==> config.mk <==
export PLATFORM = sky130hd
export DESIGN_NAME = bit_serial_adder
export DESIGN_NICKNAME = d
export VERILOG_FILES = /design/src/rtl/bit_serial_adder.sv
export SDC_FILE = /design/constraint.sdc
export NUM_CORES = 1
export LEC_CHECK = 0
export ABC_CLOCK_PERIOD_IN_PS = 1550
export CAP_MARGIN = 40
export CORE_MARGIN = 1.5
export CORE_UTILIZATION = 61
export DETAILED_ROUTE_END_ITERATION = 7
export DONT_BUFFER_PORTS = 1
export PLACE_DENSITY = 0.77
export SLEW_MARGIN = 20
export SYNTH_ARGS = -nofsm -noshare
export SYNTH_HDL_FRONTEND = slang
export SYNTH_SLANG_ARGS = --single-unit
==> constraint.sdc <==
create_clock -name clk -period 1.55 [get_ports clk]
set_input_delay 0.31 -clock clk [delete_from_list [all_inputs] [get_ports clk]]
set_output_delay 0.31 -clock clk [all_outputs]
set_load 0.02 [all_outputs]
==> src/rtl/bit_serial_adder.sv <==
// Bit-serial add/subtract over two WIDTH-bit operands, LSB first, one bit per clock.
// A single carry flip-flop is shared across bits; start/busy/done handshake.
module bit_serial_adder #(
  parameter int unsigned WIDTH = 8
) (
  input  logic             clk,
  input  logic             reset,
  input  logic             start,
  input  logic             sub,
  input  logic [WIDTH-1:0] a,
  input  logic [WIDTH-1:0] b,
  output logic [WIDTH-1:0] sum,
  output logic             cout,
  output logic             overflow,
  output logic             busy,
  output logic             done
);

  localparam int unsigned CW = $clog2(WIDTH);

  typedef enum logic [1:0] {IDLE, RUN, DONE} state_t;

  state_t           state_q;
  logic [WIDTH-1:0] a_q, b_q, sum_q, sum_d;
  logic [CW-1:0]    cnt_q;
  logic             carry_q, carry_d, s_d;
  logic             cout_q, ovf_q, busy_q, done_q;
  logic             last_bit;

  always_comb begin
    s_d      = a_q[0] ^ b_q[0] ^ carry_q;
    carry_d  = (a_q[0] & b_q[0]) | (a_q[0] & carry_q) | (b_q[0] & carry_q);
    sum_d    = {s_d, sum_q[WIDTH-1:1]};
    last_bit = (cnt_q == CW'(WIDTH - 1));
  end

  always_ff @(posedge clk) begin
    if (reset) begin
      state_q <= IDLE;
      a_q     <= '0;
      b_q     <= '0;
      sum_q   <= '0;
      cnt_q   <= '0;
      carry_q <= 1'b0;
      cout_q  <= 1'b0;
      ovf_q   <= 1'b0;
      busy_q  <= 1'b0;
      done_q  <= 1'b0;
    end else begin
      case (state_q)
        RUN: begin
          a_q     <= a_q >> 1;
          b_q     <= b_q >> 1;
          sum_q   <= sum_d;
          carry_q <= carry_d;
          cnt_q   <= cnt_q + CW'(1);
          if (last_bit) begin
            // carry_q here is the carry into the MSB, carry_d the carry out of it
            cout_q  <= carry_d;
            ovf_q   <= carry_q ^ carry_d;
            busy_q  <= 1'b0;
            done_q  <= 1'b1;
            state_q <= DONE;
          end
        end
        default: begin
          done_q <= 1'b0;
          if (start) begin
            a_q     <= a;
            b_q     <= sub ? ~b : b;
            carry_q <= sub;
            cnt_q   <= '0;
            sum_q   <= '0;
            busy_q  <= 1'b1;
            state_q <= RUN;
          end else begin
            state_q <= IDLE;
          end
        end
      endcase
    end
  end

  assign sum      = sum_q;
  assign cout     = cout_q;
  assign overflow = ovf_q;
  assign busy     = busy_q;
  assign done     = done_q;

endmodule

==> impl_results.md, run 1 <==
- Netlist cell types: 25
- Postcts setup bufs: 0
- Reg2reg setup slack: approximately 210 ps
- Initial Util: between 60 and 70%
- Row Count: 18
- Cts-stage hold buffer count: 0
- TritonCTS Sinks: 34
- Initial antenna violation count: 0
- Ant diodes: 0
- Fmax: between 700 and 800 MHz
- Post-DR wirelength/cell: 13.7 um
- DR pass1 iterations: 4
- Net count reported at finish: around 190
- Comb pwr share: a little over a tenth
- DRC Markers: 0
- Psw: between 300 and 400 uW
- CORE AREA: around 0.0025 mm2
- Largest net degree at the start of global routing: 40
- Hold slack: 32.2 ps
- Final Max Slew Viols: 0
- Leak: 0.594 nW
- Overflow after GRT: 0
- Top_reg_cell synth: dfxtp_1
- Post-CTS resize count: 0
- Power share of the clock group: between 30% and 40%
- Area share of fa/ha/maj cells after synthesis: around 3.7%
- Hold path start: reset
- # IOs: 32
- Final hold violation count: 0
- Worst Tran Pin Value: approximately 290 ps
- Crit path launch: a_q[0]$_SDFFE_PP0P_
- Max-cap viol count: 0
- Port bufs: 0
- Seq pwr share: between 50% and 60%
- Drt initial violations: 13
- CTS root buf: clkbuf_4
- XOR/XNOR Fraction of Synth Area: just over 5%
- TritonCTS clock tree: built
- Pwr Density: slightly above 1000 mW/mm2
- Cells after Synth: approximately 170
- Post-layout util: about two thirds
- DP HPWL: 1820 um
- Pwr Total: around 1.6 mW
- Post-synth EDFFs: 0
- Setup Skew: approximately 13 ps
- Vias per cell: between 5 and 6
- Post-Layout Cell Count: slightly below 200
- Peak supply drop: just over 0.8 mV
- Area growth from synthesis to layout: 1.68%
- Syn Std Cell Area: between 0.0015 and 0.002 mm2
- CP arrival: between 1500 and 2000 ps
- Die Span X: ~54 um
- Type of origin of the critical path: register
- RSZ-0062 raised after global routing: no
- Share of layout cells above drive strength 1: ~8.3%
- Vias: roughly 1.1k
- Sequential fraction of the synthesis area: a little over two fifths
- Routed Antenna Nets: 0
- Syn Nets: slightly below 200
- Hold Path Class: in2reg
- Crit Reg-Reg Startpoint: a_q[0]$_SDFFE_PP0P_
- Worst skew pair latency: 330 ps
- Simple-gate share of the synthesized area: about 17%
- RD Place Congestion: around 0.67
- Placed Instances: 190
- Drt total wl: approximately 2700 um
- Synth Area in Compound Gates: about 18%
- First-pass GRT wire length: ~4400 um
- Hold path depth: 1
- Clock slew at reported path FFs: about 110 ps
- Synth warnings: 0
- DIE AREA: approximately 0.0029 mm2
- Period minus WS final: between 1000 and 1500 ps
- Post-synth ARST share: 0%
- Overall global routing resource usage: between 20% and 30%
- Switching share of total power: 24.4%
- CTS Buf Count: 5
- Die height: 53.7 um
- Vias in the first global route: between 1k and 1.5k
- Crit share post-route: about 87%
- Critical Path RT: roughly 1800 ps
- R2R depth: 5
- Largest family of logic cells by synthesized area: compound AO/OA/AOI/OAI gates
- Worst setup EP type: register
- CP max FO: 3
- Setup TNS Final: 0 ps
- CTS Buffer Depth: 2
- Status: finished clean
- FF+latch count, synth: 34
- P_int: around 1.2 mW
- CP Class: reg2reg
- Final setup vio count: 0
- H-tree level count: 2
- Avg Inst Size Synth: approximately 9.1 um2
- Relative slew slack: 80.8%
- Multiplexer share of the synthesized area: 5.12%
[critical path, stage by stage, from the launching register on]
cell     delay (ps)
dfxtp_1         350
inv_1            60
fa_1            470
xnor2_1         170
nand3_1          90
a21oi_1         140
[cell usage in the layout (no fill, tap or decap), types with 2 or more instances in the layout]
master and n:
buf_4 4, xnor2_1 9, nor3_1 3, clkbuf_4 5, nand3b_1 11, nand2b_1 3
mux2i_1 8, inv_1 5, a211o_1 7, dfxtp_1 34, a211oi_1 9, o21ai_0 2
a21oi_1 21, ha_1 3, nor2_1 17, nand2_1 18
[cell families (layout without fill, tap and decap cells)]
group	count (synthesis)	after routing
adders and majority gates	4	4
DFF	34	34
muxes	8	8
and+or+nand+nor	54	54
xor gates and xnor gates	9	9
AOI/OAI and AO/OA	42	42
buffers and inverters	21	17
[layer usage]
| metal | vias to the layer above | GRT usage (%) | share of wire [%] |
|---|---|---|---|
| met5 | - | 0 | 0 |
| met4 | 0 | 11.1 | 1.6 |
| met3 | 6 | 6.67 | 5.6 |
| met2 | 26 | 38.1 | 48 |
| met1 | 533 | 23.9 | 45 |
| li1 | 582 | - | - |
[cells in the mapped netlist, drive strengths merged (2+ instances only)]
cell type | count | area share [%]
buf | 12 | 5.8
a211o | 7 | 3.9
xnor2 | 9 | 5.0
nand3b | 11 | 5.3
nand2b | 3 | 1.2
inv | 5 | 1.2
clkbuf | 4 | 0.96
dfxtp | 34 | 43
a21oi | 21 | 6.7
nor3 | 3 | 0.96
nand2 | 18 | 4.3
nor2 | 17 | 4.1
ha | 3 | 2.4
mux2i | 8 | 5.1
o21ai | 2 | 0.64
a211oi | 9 | 4.3
[state kept, by name, summed over array words and instances (netlist names)]
signal    count
a_q           8
b_q           8
busy          1
carry_q       1
cnt_q         3
cout          1
done          1
overflow      1
state_q       2
sum           8
[power by group through the flow]
| stage | Combinational, mW | Clock, mW | Sequential (mW) |
|---|---|---|---|
| after global placement | 0.168 | 0 | 0.967 |
| after floorplan | 0.194 | 0 | 0.963 |
| after global routing | 0.198 | 0.559 | 0.955 |
| final | 0.176 | 0.502 | 0.950 |
| after detailed placement | 0.177 | 0 | 0.969 |
| after CTS | 0.178 | 0.518 | 0.949 |
[path summary, 6_finish.rpt]
kind                                end
hold / removal    cnt_q[0]$_SDFFE_PP0P_
setup reg to reg  overflow$_SDFFE_PP0P_
setup / recovery  overflow$_SDFFE_PP0P_
hold reg to reg     b_q[4]$_SDFFE_PP0P_
[metrics by stage]
| stage | cell area [um2] | setup slack [ps] |
|---|---|---|
| after floorplan | 1570 | 322 |
| after global placement | 1530 | 292 |
| after detailed placement | 1530 | 240 |
| after CTS | 1590 | 215 |
| after global routing | 1590 | 85.4 |
| final | 1590 | 208 |
[area by class of cell]
cell class                 instances  area, um2
sequential                        34        681
fill                             219        863
multi-input combinational        117        761
tap                               30       37.5
clock inverter                     2       12.5
inverter                           5       18.8
timing repair buffer               4       30.0
clock buffer                       6       51.3
No activity file was read; power rests on OpenSTA's default activity.
==> run 2, diff against run 1 <==
--- a/config.mk
+++ b/config.mk
@@ -8,11 +8,11 @@
 export ABC_CLOCK_PERIOD_IN_PS = 1550
 export CAP_MARGIN = 40
 export CORE_MARGIN = 1.5
-export CORE_UTILIZATION = 61
+export CORE_UTILIZATION = 32
 export DETAILED_ROUTE_END_ITERATION = 7
 export DONT_BUFFER_PORTS = 1
-export PLACE_DENSITY = 0.77
 export SLEW_MARGIN = 20
 export SYNTH_ARGS = -nofsm -noshare
 export SYNTH_HDL_FRONTEND = slang
 export SYNTH_SLANG_ARGS = --single-unit
+export TNS_END_PERCENT = 10
==> run 2 against run 1 <==
Net effect:
- utilization fell by 29 points
- sequential cell count did not move
- clock power rose by 52%
- hold slack improved by 58 ps
- routed wire length rose by 12%
- register-to-register slack improved by 30 ps
- setup slack improved by 29 ps
- clock-buffer cell count rose by 2
- via count fell by 0.78%
- largest power group unchanged
- highest routed layer unchanged
==> impl_results.md, run 2 (synthesized netlist as in run 1, its figures left out) <==
- Reg area: 681 um2 (unchanged)
- Clock slew at reported path FFs: 70 ps (was 110 ps)
- Postcts setup bufs: 0 (unchanged)
- CTS Buffer Depth: 2 (unchanged)
- RD Place Congestion: 0.663 (was 0.674)
- Relative slew slack: 71.6% (was 80.8%)
- Worst Tran Pin Value: 425 ps (was 287 ps)
- RSZ-0062 raised after global routing: no (unchanged)
- Die height: 72.9 um (was 53.7 um)
- Commonest cells after routing, fill and taps aside: dfxtp_1, a21oi_1, nand2_1 (unchanged)
- Status: finished clean (unchanged)
- Fmax: 761 MHz (was 745 MHz)
- Commonest non-fill, non-tap cell in the layout: dfxtp_1 (unchanged)
- Type of origin of the critical path: register (unchanged)
- Comb pwr share: 9.6% (was 10.8%)
- Final Max Slew Viols: 0 (unchanged)
- P_int: 1.47 mW (was 1.23 mW)
- Net count reported at finish: 191 (unchanged)
- Max-cap viol count: 0 (unchanged)
- Period minus WS final: 1310 ps (was 1340 ps)
- CTS root buf: clkbuf_8 (was clkbuf_4)
- Fillers: 482 (was 219)
- Leak: 0.621 nW (was 0.594 nW)
- Critical Path RT: 1770 ps (was 1820 ps)
- Vias in the first global route: 1068 (unchanged)
- Drt initial violations: 58 (was 13)
- Port bufs: 0 (unchanged)
- Hold slack: 89.7 ps (was 32.2 ps)
- CP arrival: 1530 ps (was 1610 ps)
- Drt total wl: 3030 um (was 2720 um)
- Initial antenna violation count: 0 (unchanged)
- CORE AREA: 0.00472 mm2 (was 0.00245 mm2)
- Ant diodes: 0 (unchanged)
- DIE AREA: 0.00532 mm2 (was 0.00288 mm2)
- Crit share post-route: 84.8% (was 86.6%)
- Largest net degree at the start of global routing: 40 (unchanged)
- Setup Skew: 6.47 ps (was 13.1 ps)
- Peak supply drop: 0.456 mV (was 0.829 mV)
- Die Span X: 72.9 um (was 53.7 um)
- Area growth from synthesis to layout: 8.39% (was 1.68%)
- DP HPWL: 1900 um (was 1820 um)
- Final setup vio count: 0 (unchanged)
- Psw: 426 uW (was 398 uW)
- Worst skew pair latency: 280 ps (was 330 ps)
- Overflow after GRT: 0 (unchanged)
- Overall global routing resource usage: 12.7% (was 21.9%)
- Vias per cell: 4.84 (was 5.79)
- Cts-stage hold buffer count: 0 (unchanged)
- Worst setup EP type: register (unchanged)
- Routed Antenna Nets: 0 (unchanged)
- Hold Path Class: in2reg (unchanged)
- Power share of the clock group: 40.3% (was 30.8%)
- DR pass1 iterations: 4 (unchanged)
- TritonCTS Sinks: 34 (unchanged)
- Seq pwr share: 50.2% (was 58.4%)
- Row Count: 25 (was 18)
- First-pass GRT wire length: 5130 um (was 4440 um)
- Area of the multi-input gates: 761 um2 (unchanged)
- DRC Markers: 0 (unchanged)
- CP max FO: 3 (unchanged)
- Pwr Total: 1.89 mW (was 1.63 mW)
- Final hold violation count: 0 (unchanged)
- Reg2reg setup slack: 240 ps (was 210 ps)
- Post-DR wirelength/cell: 12.9 um (was 13.7 um)
- Pwr Density: 1110 mW/mm2 (was 1020 mW/mm2)
- Share of layout cells above drive strength 1: 8.33% (unchanged)
- Initial Util: 33.1% (was 63.8%)
- Switching share of total power: 22.5% (was 24.4%)
- Setup TNS Final: 0 ps (unchanged)
- H-tree level count: 2 (unchanged)
- CTS Buf Count: 5 (unchanged)
- Post-CTS resize count: 0 (unchanged)
- CP Class: reg2reg (unchanged)
- Vias: 1138 (was 1147)
- TritonCTS clock tree: built (unchanged)
- # IOs: 32 (unchanged)
## run 2: cell count changes in the layout (fill, tap and decap cells not counted)
| cell | change |
|---|---|
| clkbuf_8 | +7 |
| clkinv_2 | -1 |
| buf_12 | +1 |
| clkinvlp_4 | -1 |
| clkbuf_4 | -5 |
| buf_4 | -1 |
## run 2: layout make-up
| class | count | share of cell area, % |
|---|---|---|
| Multi-Input combinational cell | 117 | 44.8 |
| Sequential cell | 34 | 40.1 |
| Clock buffer | 8 | 6.49 |
| Tap cell | 67 | 4.94 |
| Timing Repair Buffer | 4 | 2.51 |
| Inverter | 5 | 1.11 |
## run 2: worst paths after layout
check,from,endpoint,cells past startpoint
hold / removal,reset,cnt_q[2]$_SDFFE_PP0P_,1
hold reg to reg,b_q[4]$_SDFFE_PP0P_,b_q[3]$_SDFFE_PP0P_,2
setup / recovery,a_q[0]$_SDFFE_PP0P_,overflow$_SDFFE_PP0P_,5
setup reg to reg,a_q[0]$_SDFFE_PP0P_,overflow$_SDFFE_PP0P_,5
## run 2: layer usage
| metal | GRT usage, % | part of all wire, % | vias to the layer above |
|---|---|---|---|
| met1 | 16.1 | 47 | 534 |
| met3 | 4.42 | 4.8 | 4 |
| met4 | 5.66 | 1.5 | 0 |
| met2 | 19.7 | 47 | 23 |
| met5 | 0 | 0 | - |
| li1 | - | - | 577 |
## run 2: power groups by stage
| stage | Sequential (mW) | Combinational [mW] | Clock [mW] |
|---|---|---|---|
| 2_1_floorplan | 0.963 | 0.194 | 0 |
| 3_3_place_gp | 0.969 | 0.180 | 0 |
| 3_5_place_dp | 0.969 | 0.183 | 0 |
| 4_1_cts | 0.949 | 0.184 | 0.787 |
| 5_1_grt | 0.955 | 0.208 | 0.830 |
| 6_report | 0.949 | 0.181 | 0.762 |
## run 2: critical path, stage by stage (launching register included)
cell and delay [ps]:
dfxtp_1 330, inv_1 60, fa_1 480, xnor2_1 160, nand3_1 80, a21oi_1 150
## run 2: per-stage QoR
stage	std cells	util (%)	setup slack (ps)	instance area, um2
floorplan	172	-	322	1570
global placement	227	33.6	262	1590
detailed placement	227	33.6	220	1590
CTS	235	35.9	225	1700
global route	235	35.9	113	1700
finish	235	35.9	236	1700
==> run 3, diff against run 2 <==
--- a/config.mk
+++ b/config.mk
@@ -5,7 +5,7 @@
 export SDC_FILE = /design/constraint.sdc
 export NUM_CORES = 1
 export LEC_CHECK = 0
-export ABC_CLOCK_PERIOD_IN_PS = 1550
+export ABC_CLOCK_PERIOD_IN_PS = 1300
 export CAP_MARGIN = 40
 export CORE_MARGIN = 1.5
 export CORE_UTILIZATION = 32
==> constraint.sdc (replaced) <==
create_clock -name clk -period 1.3 [get_ports clk]
set_input_delay 0.26 -clock clk [delete_from_list [all_inputs] [get_ports clk]]
set_output_delay 0.26 -clock clk [all_outputs]
set_load 0.02 [all_outputs]
==> run 3 against run 2 <==
Net effect:
- critical path depth unchanged
- clock skew fell by 4.3 ps
- clock power down 7.3%
- routed wire length fell by 2.4%
- sequential share of layout area rose by 0.074 points
- sequential cell count did not move
- fmax rose by 5.6%
- final cell count grew 0.85%
- design area unchanged
- critical endpoint unchanged
==> impl_results.md, run 3 (synthesized netlist as in run 1, its figures left out) <==
- Port bufs: 0 (unchanged)
- Clock slew at reported path FFs: 60 ps (was 70 ps)
- H-tree level count: 2 (unchanged)
- Hold path start: reset (unchanged)
- CTS Buf Count: 5 (unchanged)
- CTS root buf: clkbuf_8 (unchanged)
- Cts-stage hold buffer count: 0 (unchanged)
- Post-DR wirelength/cell: 12.5 um (was 12.9 um)
- DRC Markers: 0 (unchanged)
- Row Count: 25 (unchanged)
- CP max FO: 3 (unchanged)
- Reg2reg setup slack: 60 ps (was 240 ps)
- Commonest cells after routing, fill and taps aside: dfxtp_1, a21oi_1, nand2_1 (unchanged)
- Die height: 72.9 um (unchanged)
- Place WS: -1.22 ps (was 220 ps)
- P_int: 1.59 mW (was 1.47 mW)
- TritonCTS clock tree: built (unchanged)
- Share of layout cells above drive strength 1: 10.0% (was 8.33%)
- CP Class: reg2reg (unchanged)
- Overall global routing resource usage: 12.6% (was 12.7%)
- RD Place Congestion: 0.700 (was 0.663)
- DR pass1 iterations: 4 (unchanged)
- Commonest non-fill, non-tap cell in the layout: dfxtp_1 (unchanged)
- First-pass GRT wire length: 5050 um (was 5130 um)
- CP max-delay cell: fa_2 (was fa_1)
- Crit share post-route: 95.7% (was 84.8%)
- Critical Path RT: 1510 ps (was 1770 ps)
- Worst Tran Pin Value: 308 ps (was 425 ps)
- Fmax: 804 MHz (was 761 MHz)
- CORE AREA: 0.00472 mm2 (unchanged)
- Drt total wl: 2960 um (was 3030 um)
- CP Cell Sequence: inv_1 > fa_2 > xnor2_2 > nand3_1 > a21oi_1 (was inv_1 > fa_1 > xnor2_1 > nand3_1 > a21oi_1)
- Hold Path Class: in2reg (unchanged)
- Crit Reg-Reg Startpoint: carry_q$_SDFFE_PP0P_ (was a_q[0]$_SDFFE_PP0P_)
- Leak: 0.627 nW (was 0.621 nW)
- Worst skew pair latency: 280 ps (about the same)
- Routed Antenna Nets: 0 (unchanged)
- DIE AREA: 0.00532 mm2 (unchanged)
- Type of origin of the critical path: register (unchanged)
- Initial Util: 33.1% (unchanged)
- DP HPWL: 1870 um (was 1900 um)
- Worst setup EP type: register (unchanged)
- Vias in the first global route: 1105 (was 1068)
- Hold slack: 45.9 ps (was 89.7 ps)
- Area of the multi-input gates: 771 um2 (was 761 um2)
- Crit-path leading delay family: adder cells (unchanged)
- R2R depth: 5 (unchanged)
- Seq pwr share: 54.7% (was 50.2%)
- Setup Skew: 2.19 ps (was 6.47 ps)
- Final Max Slew Viols: 0 (unchanged)
- Max-cap viol count: 0 (unchanged)
- Status: finished clean (unchanged)
- # IOs: 32 (unchanged)
- Vias per cell: 4.81 (was 4.84)
- Net count reported at finish: 194 (was 191)
- Final setup vio count: 0 (unchanged)
- Die Span X: 72.9 um (unchanged)
- Largest net degree at the start of global routing: 40 (unchanged)
- Vias: 1141 (was 1138)
- Pwr Density: 1220 mW/mm2 (was 1110 mW/mm2)
- Ant diodes: 0 (unchanged)
- Area growth from synthesis to layout: 8.39% (unchanged)
- Reg area: 682 um2 (was 681 um2)
- TritonCTS Sinks: 34 (unchanged)
- Fillers: 510 (was 482)
- Relative slew slack: 79.4% (was 71.6%)
- Psw: 476 uW (was 426 uW)
- WP buf/inv: 1 (unchanged)
- Switching share of total power: 23.0% (was 22.5%)
- CP arrival: 1450 ps (was 1530 ps)
- Period minus WS final: 1240 ps (was 1310 ps)
- Initial antenna violation count: 0 (unchanged)
- Hold path depth: 1 (unchanged)
- Final hold violation count: 0 (unchanged)
- PnR worst setup slack: 56.1 ps (was 236 ps)
- Worst hold endpoint: cnt_q[1]$_SDFFE_PP0P_ (was cnt_q[2]$_SDFFE_PP0P_)
- Overflow after GRT: 0 (unchanged)
- Comb pwr share: 11.2% (was 9.6%)
- Power share of the clock group: 34.1% (was 40.3%)
- Peak supply drop: 0.492 mV (was 0.456 mV)
- RR Endpoint: overflow$_SDFFE_PP0P_ (unchanged)
- Drt initial violations: 84 (was 58)
- CP peak stage delay: 430 ps (was 480 ps)
- CTS Buffer Depth: 2 (unchanged)
[run 3: metrics by stage]
step                instance area, um2  total power, mW  std cells  util, %  TNS (ps)
floorplan                         1570             1.38        172        -         0
global placement                  1600             1.38        229     33.9         0
detailed placement                1600             1.38        229     33.9     -1.22
CTS                               1680             2.10        236     35.6         0
global route                      1700             2.20        237     35.9     -7.86
finish                            1700             2.07        237     35.9         0
[run 3: power groups by stage]
stage / registers (mW) / clock network, mW / logic (mW)
finish: 1.13 / 0.706 / 0.231
global route: 1.14 / 0.798 / 0.262
CTS: 1.13 / 0.742 / 0.227
detailed placement: 1.16 / 0 / 0.225
global placement: 1.16 / 0 / 0.222
floorplan: 1.15 / 0 / 0.231
[run 3: worst max path at each step]
| stage | start | endpoint | depth (start not counted) |
|---|---|---|---|
| 2_1_floorplan | a_q[0]$_SDFFE_PP0P_ | overflow$_SDFFE_PP0P_ | 5 |
| 3_3_place_gp | a_q[0]$_SDFFE_PP0P_ | overflow$_SDFFE_PP0P_ | 5 |
| 5_1_grt | carry_q$_SDFFE_PP0P_ | overflow$_SDFFE_PP0P_ | 5 |
| 3_5_place_dp | a_q[0]$_SDFFE_PP0P_ | overflow$_SDFFE_PP0P_ | 5 |
| 4_1_cts | a_q[0]$_SDFFE_PP0P_ | overflow$_SDFFE_PP0P_ | 5 |
| 6_report | carry_q$_SDFFE_PP0P_ | overflow$_SDFFE_PP0P_ | 5 |
[run 3: routing by layer]
| layer | wire (um) | track usage [%] |
|---|---|---|
| met1 | 1330 | 14.0 |
| met2 | 1430 | 20.9 |
| met3 | 158 | 4.42 |
| met4 | 39 | 6.92 |
| met5 | 0 | 0 |
[run 3: worst register-to-register path, delay by kind of cell, from the launching register on]
| family | cells | cell delay [ps] |
|---|---|---|
| AOI/OAI and AO/OA | 1 | 150 |
| xor gates and xnor gates | 1 | 130 |
| adders and majority gates | 1 | 430 |
| buffers and inverters | 1 | 60 |
| DFF | 1 | 330 |
| and+or+nand+nor | 1 | 80 |
[run 3: final cells by class]
| class | instances | area share [%] |
|---|---|---|
| tap | 67 | 4.94 |
| inverter | 5 | 1.11 |
| multi-input combinational | 117 | 45.4 |
| sequential | 34 | 40.2 |
| timing repair buffer | 7 | 3.83 |
| clock buffer | 7 | 4.50 |
[run 3: timing repair]
action	CTS	global route
pin swaps	0	1
endpoints found under the setup margin	1	1
resized for setup	1	2
setup buffers	0	1
